`config.mk`:
```
export PLATFORM = sky130hd
export DESIGN_NAME = router_mc
export DESIGN_NICKNAME = d
export VERILOG_FILES = /design/src/rtl/router_pkg.sv /design/src/rtl/router_fifo.sv /design/src/rtl/router_mc.sv
export SDC_FILE = /design/constraint.sdc
export NUM_CORES = 1
export LEC_CHECK = 0
export CORE_MARGIN = 2
export CORE_UTILIZATION = 50
export DETAILED_ROUTE_END_ITERATION = 8
export GPL_TIMING_DRIVEN = 1
export PLACE_DENSITY = 0.75
export SLEW_MARGIN = 0
export SYNTH_ARGS = -nofsm -noshare
export SYNTH_HDL_FRONTEND = slang
export SYNTH_HIERARCHICAL = 1
export SYNTH_SLANG_ARGS = --single-unit
```
`constraint.sdc`:
```
create_clock -name clk -period 2.6 [get_ports clk]
set_clock_uncertainty 0.15 [all_clocks]
set_input_delay 0.52 -clock clk [delete_from_list [all_inputs] [get_ports clk]]
set_output_delay 0.52 -clock clk [all_outputs]
set_load 0.005 [all_outputs]
```
`src/rtl/router_pkg.sv`:
```
// Shared constants for the multicast router: width defaults and the broadcast ID.
package router_pkg;

  localparam int DATA_WIDTH_DEF = 16;
  localparam int ID_WIDTH_DEF   = 8;
  localparam int ID_WIDTH_MAX   = 32;

  // All-ones destination; sliced down to the configured ID width by the router.
  localparam logic [ID_WIDTH_MAX-1:0] BCAST_ID = '1;

endpackage

```
`src/rtl/router_fifo.sv`:
```
// Show-ahead per-channel FIFO: the head word is visible on dout whenever not empty.
module router_fifo
  import router_pkg::*;
#(
  parameter int DATA_WIDTH = DATA_WIDTH_DEF,
  parameter int DEPTH      = 4
) (
  input  logic                  clk,
  input  logic                  rst,
  input  logic                  push,
  input  logic                  pop,
  input  logic [DATA_WIDTH-1:0] din,
  output logic [DATA_WIDTH-1:0] dout,
  output logic                  full,
  output logic                  empty
);

  localparam int AW = $clog2(DEPTH);

  logic [DATA_WIDTH-1:0] mem [DEPTH];
  logic [AW-1:0]         wr_ptr;
  logic [AW-1:0]         rd_ptr;
  logic [AW:0]           count;
  logic                  do_push;
  logic                  do_pop;

  assign full    = (count == (AW+1)'(DEPTH));
  assign empty   = (count == '0);
  assign do_push = push & ~full;
  assign do_pop  = pop & ~empty;
  // An empty FIFO shows zero so stale storage never leaks onto the PE port.
  assign dout    = empty ? '0 : mem[rd_ptr];

  always_ff @(posedge clk or posedge rst) begin
    if (rst) begin
      wr_ptr <= '0;
      rd_ptr <= '0;
      count  <= '0;
    end else begin
      if (do_push) wr_ptr <= wr_ptr + AW'(1);
      if (do_pop)  rd_ptr <= rd_ptr + AW'(1);
      case ({do_push, do_pop})
        2'b10:   count <= count + (AW+1)'(1);
        2'b01:   count <= count - (AW+1)'(1);
        default: count <= count;
      endcase
    end
  end

  always_ff @(posedge clk) begin
    if (do_push) mem[wr_ptr] <= din;
  end

endmodule

```
`src/rtl/router_mc.sv`:
```
// Multicast bus-to-PE router with per-channel programmable IDs and FIFOs.
// Define ROUTER_MC_BCAST_EN to make the all-ones destination ID reach every channel.
module router_mc
  import router_pkg::*;
#(
  parameter int DATA_WIDTH = DATA_WIDTH_DEF,
  parameter int ID_WIDTH   = ID_WIDTH_DEF,
  parameter int NUM_CH     = 2,
  parameter int FIFO_DEPTH = 4,
  localparam int CW        = (NUM_CH > 1) ? $clog2(NUM_CH) : 1
) (
  input  logic                         clk,
  input  logic                         rst,
  input  logic                         config_state,
  input  logic                         ce,
  input  logic [CW-1:0]                cfg_ch,
  input  logic [ID_WIDTH-1:0]          cfg_id,
  input  logic [ID_WIDTH-1:0]          bus_dest_id,
  input  logic [DATA_WIDTH-1:0]        bus_data_in,
  input  logic                         bus_data_valid,
  output logic                         bus_ready,
  output logic [NUM_CH*DATA_WIDTH-1:0] pe_data_out,
  output logic [NUM_CH-1:0]            pe_data_valid,
  input  logic [NUM_CH-1:0]            pe_data_ready
);

  logic [NUM_CH-1:0][ID_WIDTH-1:0] own_id;
  logic [NUM_CH-1:0]               match;
  logic [NUM_CH-1:0]               full;
  logic [NUM_CH-1:0]               empty;
  logic [NUM_CH-1:0]               push;
  logic [NUM_CH-1:0]               pop;
  logic                            accept;

  // Out-of-range cfg_ch values simply match no loop index and are ignored.
  always_ff @(posedge clk or posedge rst) begin
    if (rst) begin
      for (int c = 0; c < NUM_CH; c++) own_id[c] <= ID_WIDTH'(c);
    end else if (ce && config_state) begin
      for (int c = 0; c < NUM_CH; c++) begin
        if (cfg_ch == CW'(c)) own_id[c] <= cfg_id;
      end
    end
  end

`ifdef ROUTER_MC_BCAST_EN
  logic is_bcast;
  assign is_bcast = (bus_dest_id == BCAST_ID[ID_WIDTH-1:0]);
`endif

  always_comb begin
    match = '0;
    for (int c = 0; c < NUM_CH; c++) begin
`ifdef ROUTER_MC_BCAST_EN
      match[c] = (bus_dest_id == own_id[c]) | is_bcast;
`else
      match[c] = (bus_dest_id == own_id[c]);
`endif
    end
  end

  // All-or-nothing: any matched channel that is full stalls the whole bus word.
  assign bus_ready     = ~rst & ce & ~config_state & (&(~match | ~full));
  assign accept        = bus_data_valid & bus_ready;
  assign push          = {NUM_CH{accept}} & match;
  assign pe_data_valid = ~empty & {NUM_CH{ce}};
  assign pop           = pe_data_valid & pe_data_ready;

  for (genvar c = 0; c < NUM_CH; c++) begin : g_ch
    router_fifo #(
      .DATA_WIDTH(DATA_WIDTH),
      .DEPTH     (FIFO_DEPTH)
    ) u_fifo (
      .clk  (clk),
      .rst  (rst),
      .push (push[c]),
      .pop  (pop[c]),
      .din  (bus_data_in),
      .dout (pe_data_out[c*DATA_WIDTH +: DATA_WIDTH]),
      .full (full[c]),
      .empty(empty[c])
    );
  end

endmodule

```
==> out/summary.log <==
qor: cts.htree_levels 4
qor: synth.synth.yosys.warnings 6
qor: drt.route.vias.total 3628
qor: timing.finalMaxSlewViolations 0
qor: placement.placedInstanceArea 0.00807 mm^2
qor: die.start_util 51.2%
qor: power_and_ir_drop.combPwrFrac 35.8%
qor: cts.cts_buffer_depth 2
qor: cts.cts_hold_buf 0
qor: worst_setup_path.critical-path-max-stage-delay 0.38 ns
qor: synth.yosys_register_bits 158
qor: worst_setup_path.timing.critical_path.depth 13
qor: synth.syn_avg_cell_area 19.5 um^2
qor: drt.route.final.wire_length 14.1 mm
qor: worst_setup_path.crit_path_cell_trace xor2_1 -> nor4_4 -> nand4_1 -> buf_4 -> nor4b_4 -> nor2b_4 -> inv_2 -> ha_4 -> inv_2 -> fa_2 -> xor2_1 -> nor2_1 -> xor2_1
qor: cells_and_area.final_nets 552
qor: cts.clock_sink_count 158
qor: cts.numCtsBuffers 17
qor: global_route.largest_net_degree_at_the_start_of_global_routing 19
qor: cts.tritoncts yes
qor: worst_setup_path.setup.worst_path.class reg -> reg
qor: drt.drt-wirelength-per-cell 20.6 um
qor: power_and_ir_drop.p_int 0.00637 W
qor: cells_and_area.reg_area 0.00460 mm^2
qor: worst_setup_path.critPathMostFrequentCell sky130_fd_sc_hd__xor2_1
qor: cells_and_area.final_layout_size_suffix_gt1_share 45.9%
qor: timing.worstMarginPinSlew 0.634 ns
qor: global_route.global_route.usage.total 20.1%
qor: timing.finalCritPeriodShare 103%
qor: worst_setup_path.setup.worst_path.end_class register
qor: synth.synth_nets 402
qor: synth.mappedNetlistArea 0.00681 mm^2
qor: drt.detail_route.first_pass.iterations 4
qor: power_and_ir_drop.sequentialPowerShare 35.2%
qor: power_and_ir_drop.leakage_power_of_the_design 3.49 nW
qor: power_and_ir_drop.clock_power_share 29.0%
qor: worst_setup_path.timing.critical_path.from_type register
qor: cells_and_area.final_cell_mix sky130_fd_sc_hd__edfxtp_1, sky130_fd_sc_hd__clkdlybuf4s50_1, sky130_fd_sc_hd__mux4_2, sky130_fd_sc_hd__buf_4, sky130_fd_sc_hd__nor2b_4
qor: placement.gp_congestion 0.705
qor: worst_setup_path.timing.critical_path.slowest_stage_cell sky130_fd_sc_hd__dfrtp_1
qor: drt.vias_per_cell 5.27
qor: power_and_ir_drop.p_per_area 953 mW/mm^2
qor: cells_and_area.multi_input_comb_area 0.00221 mm^2
qor: worst_setup_path.critPathBufInv 3
qor: power_and_ir_drop.netSwitchingFraction 26.7%
qor: die.dieWidth 121 um
qor: timing.hold_viol_final 0
qor: placement.dpl_worst_slack -0.651 ns
qor: drt.drt_drc_violations_left 0
qor: timing.rsz0062_at_grt true
qor: status.outcome finished, violations left
qor: synth.post_synth_inst_count 350
qor: cells_and_area.filler_cells_inserted 860
qor: worst_setup_path.worst_ep_required_time 2.78 ns
qor: drt.route.antenna.remaining_nets 0
qor: cells_and_area.layout.cell_area.non_filler 0.00911 mm^2
qor: cts.clk-insertion-delay-late 0.42 ns
qor: timing.layout_min_cycle_time 2.68 ns
qor: timing.worst_slack -0.0753 ns
qor: global_route.grt_first_pass_wirelength 21.3 mm
qor: die.top_level_ports 75
qor: cells_and_area.layout_commonest_cell sky130_fd_sc_hd__edfxtp_1
qor: synth.yosysUniqueCellTypes 31
qor: placement.hpwl 8.23 mm
qor: worst_setup_path.reg2regPathDepth 13
qor: cells_and_area.area.growth.synth_to_final 33.8%
qor: die.coreArea 0.0133 mm^2
qor: worst_setup_path.cp.arrival 2.86 ns
qor: timing.max_freq 374 MHz
qor: hold_path.worst_hold_path.num_cells 1
qor: placement.io_buffers 74
qor: die.chipHeight 121 um
qor: global_route.grt.overflow.total 0
qor: die.number_of_rows_created_at_floorplan 42
qor: cts.cts-root-buf sky130_fd_sc_hd__clkbuf_16
qor: status.violations_in_the_final_reports setup timing
qor: drt.dr.first_iter.drc_count 415
qor: cts.clkTransAtPathRegs 0.06 ns
qor: cells_and_area.insertedDiodeCount 0
qor: global_route.grt_pass1_vias 3929
qor: worst_setup_path.critical_path_peak_fanout 2
qor: die.die_area 0.0146 mm^2
qor: synth.ys_seq_area_share 67.5%
qor: job.drv_cap 0
qor: power_and_ir_drop.power_switching 0.00232 W
qor: hold_path.type_of_the_most_critical_hold_path reg -> reg
qor: power_and_ir_drop.ir_drop 0.502 mV
qor: timing.setup-violations-final 8
qor: global_route.antenna_found_initial 0
qor: timing.worst_slew_margin_rel 57.7%
qor: worst_setup_path.worst_path_dominant_cell_family simple AND/OR/NAND/NOR gates
## through the flow
| stage | total power [W] | TNS, ns | utilization, % | cells | hold slack [ns] |
|---|---|---|---|---|---|
| 6_report | 0.00869 | -0.248 | 68.5 | 688 | 0.378 |
| 5_1_grt | 0.00907 | -1.41 | 68.5 | 688 | 0.402 |
| 4_1_cts | 0.00856 | -1.18 | 67.4 | 680 | 0.381 |
| 3_5_place_dp | 0.00574 | -54.50 | 60.7 | 618 | 0.364 |
| 3_3_place_gp | 0.00568 | -47.41 | 60.7 | 618 | 0.359 |
| 2_1_floorplan | 0.00462 | -0.0428 | - | 350 | 0.173 |
## power by group through the flow
stage / Combinational, W / Sequential (W) / Clock [W]
finish: 0.00311 / 0.00305 / 0.00252
global route: 0.00334 / 0.00308 / 0.00266
CTS: 0.00296 / 0.00306 / 0.00254
detailed placement: 0.00265 / 0.00309 / 0
global placement: 0.00260 / 0.00308 / 0
floorplan: 0.00159 / 0.00302 / 0
## final timing paths
path / from / end / slack [ns]
min in group asynchronous: rst / g_ch[1].u_fifo/rd_ptr[1] / 0.45
worst max register to register: own_id[12] / g_ch[0].u_fifo/count[2] / -0.08
worst min register to register: own_id[3] / own_id[3] / 0.38
worst min-delay path: own_id[3] / own_id[3] / 0.38
max in group asynchronous: rst / own_id[13] / 1.29
worst max-delay path: own_id[12] / g_ch[0].u_fifo/count[2] / -0.08
## what timing repair did
action,CTS,global route
pin swaps,16,8
endpoints found under the hold margin,0,0
gates cloned,2,4
endpoints found under the setup margin,39,160
buffers inserted,30,7
gates resized for setup,143,63
## worst register-to-register path: stages, from the launching register on
cell	delay (ns)
sky130_fd_sc_hd__dfrtp_1	0.38
sky130_fd_sc_hd__xor2_1	0.19
sky130_fd_sc_hd__nor4_4	0.29
sky130_fd_sc_hd__nand4_1	0.15
sky130_fd_sc_hd__buf_4	0.16
sky130_fd_sc_hd__nor4b_4	0.12
sky130_fd_sc_hd__nor2b_4	0.13
sky130_fd_sc_hd__inv_2	0.06
sky130_fd_sc_hd__ha_4	0.13
sky130_fd_sc_hd__inv_2	0.04
sky130_fd_sc_hd__fa_2	0.38
sky130_fd_sc_hd__xor2_1	0.16
sky130_fd_sc_hd__nor2_1	0.10
sky130_fd_sc_hd__xor2_1	0.15
## cells by family (layout without fill, tap and decap cells)
kind of cell / Yosys count / in the layout / synth area share [%]
and+or+nand+nor: 75 / 75 / 9.48
adders and majority gates: 12 / 12 / 2.43
DFF: 158 / 158 / 67.5
xor gates and xnor gates: 28 / 28 / 3.60
muxes: 52 / 52 / 14.7
buffers and inverters: 25 / 187 / 2.26
## routing by layer
metal  track usage, %  wire (um)
met1             24.7       5590
met4             6.83        187
met2             35.0       7640
met5                0          0
met3             4.86        721
## final cells by class
class | count | share of cell area [%]
repair buffers | 141 | 15.7
clock buffers | 17 | 4.67
clock inverters | 14 | 1.91
multi-input cells | 167 | 24.3
inverters | 15 | 0.618
flip-flops and latches | 158 | 50.5
well taps | 176 | 2.42
## state kept, by name (all words and copies together) (netlist names)
name	cells
g_ch.u_fifo/mem	128
own_id	16
g_ch.u_fifo/count	6
g_ch.u_fifo/rd_ptr	4
g_ch.u_fifo/wr_ptr	4
## Yosys cell counts, drive strengths merged
master    n  area, um^2
nor3b     3        32.5
xor2     24         210
nor2      8        30.0
inv      15        56.3
nand3b    1        7.51
buf      10        97.6
dfstp     1        26.3
nor4b     2        30.0
nor2b    38         363
ha       10         125
and3      1        6.26
fa        2        40.0
nor3      2        32.5
nor4      2        42.5
and2     10        62.6
nand4     2        12.5
dfrtp    29         726
mux4     32         781
xnor2     4        35.0
mux2i     2        20.0
edfxtp  128        3840
nand2     3        11.3
nand3     3        15.0
mux2     18         203
Note: power is estimated with default switching activity, not from simulation.
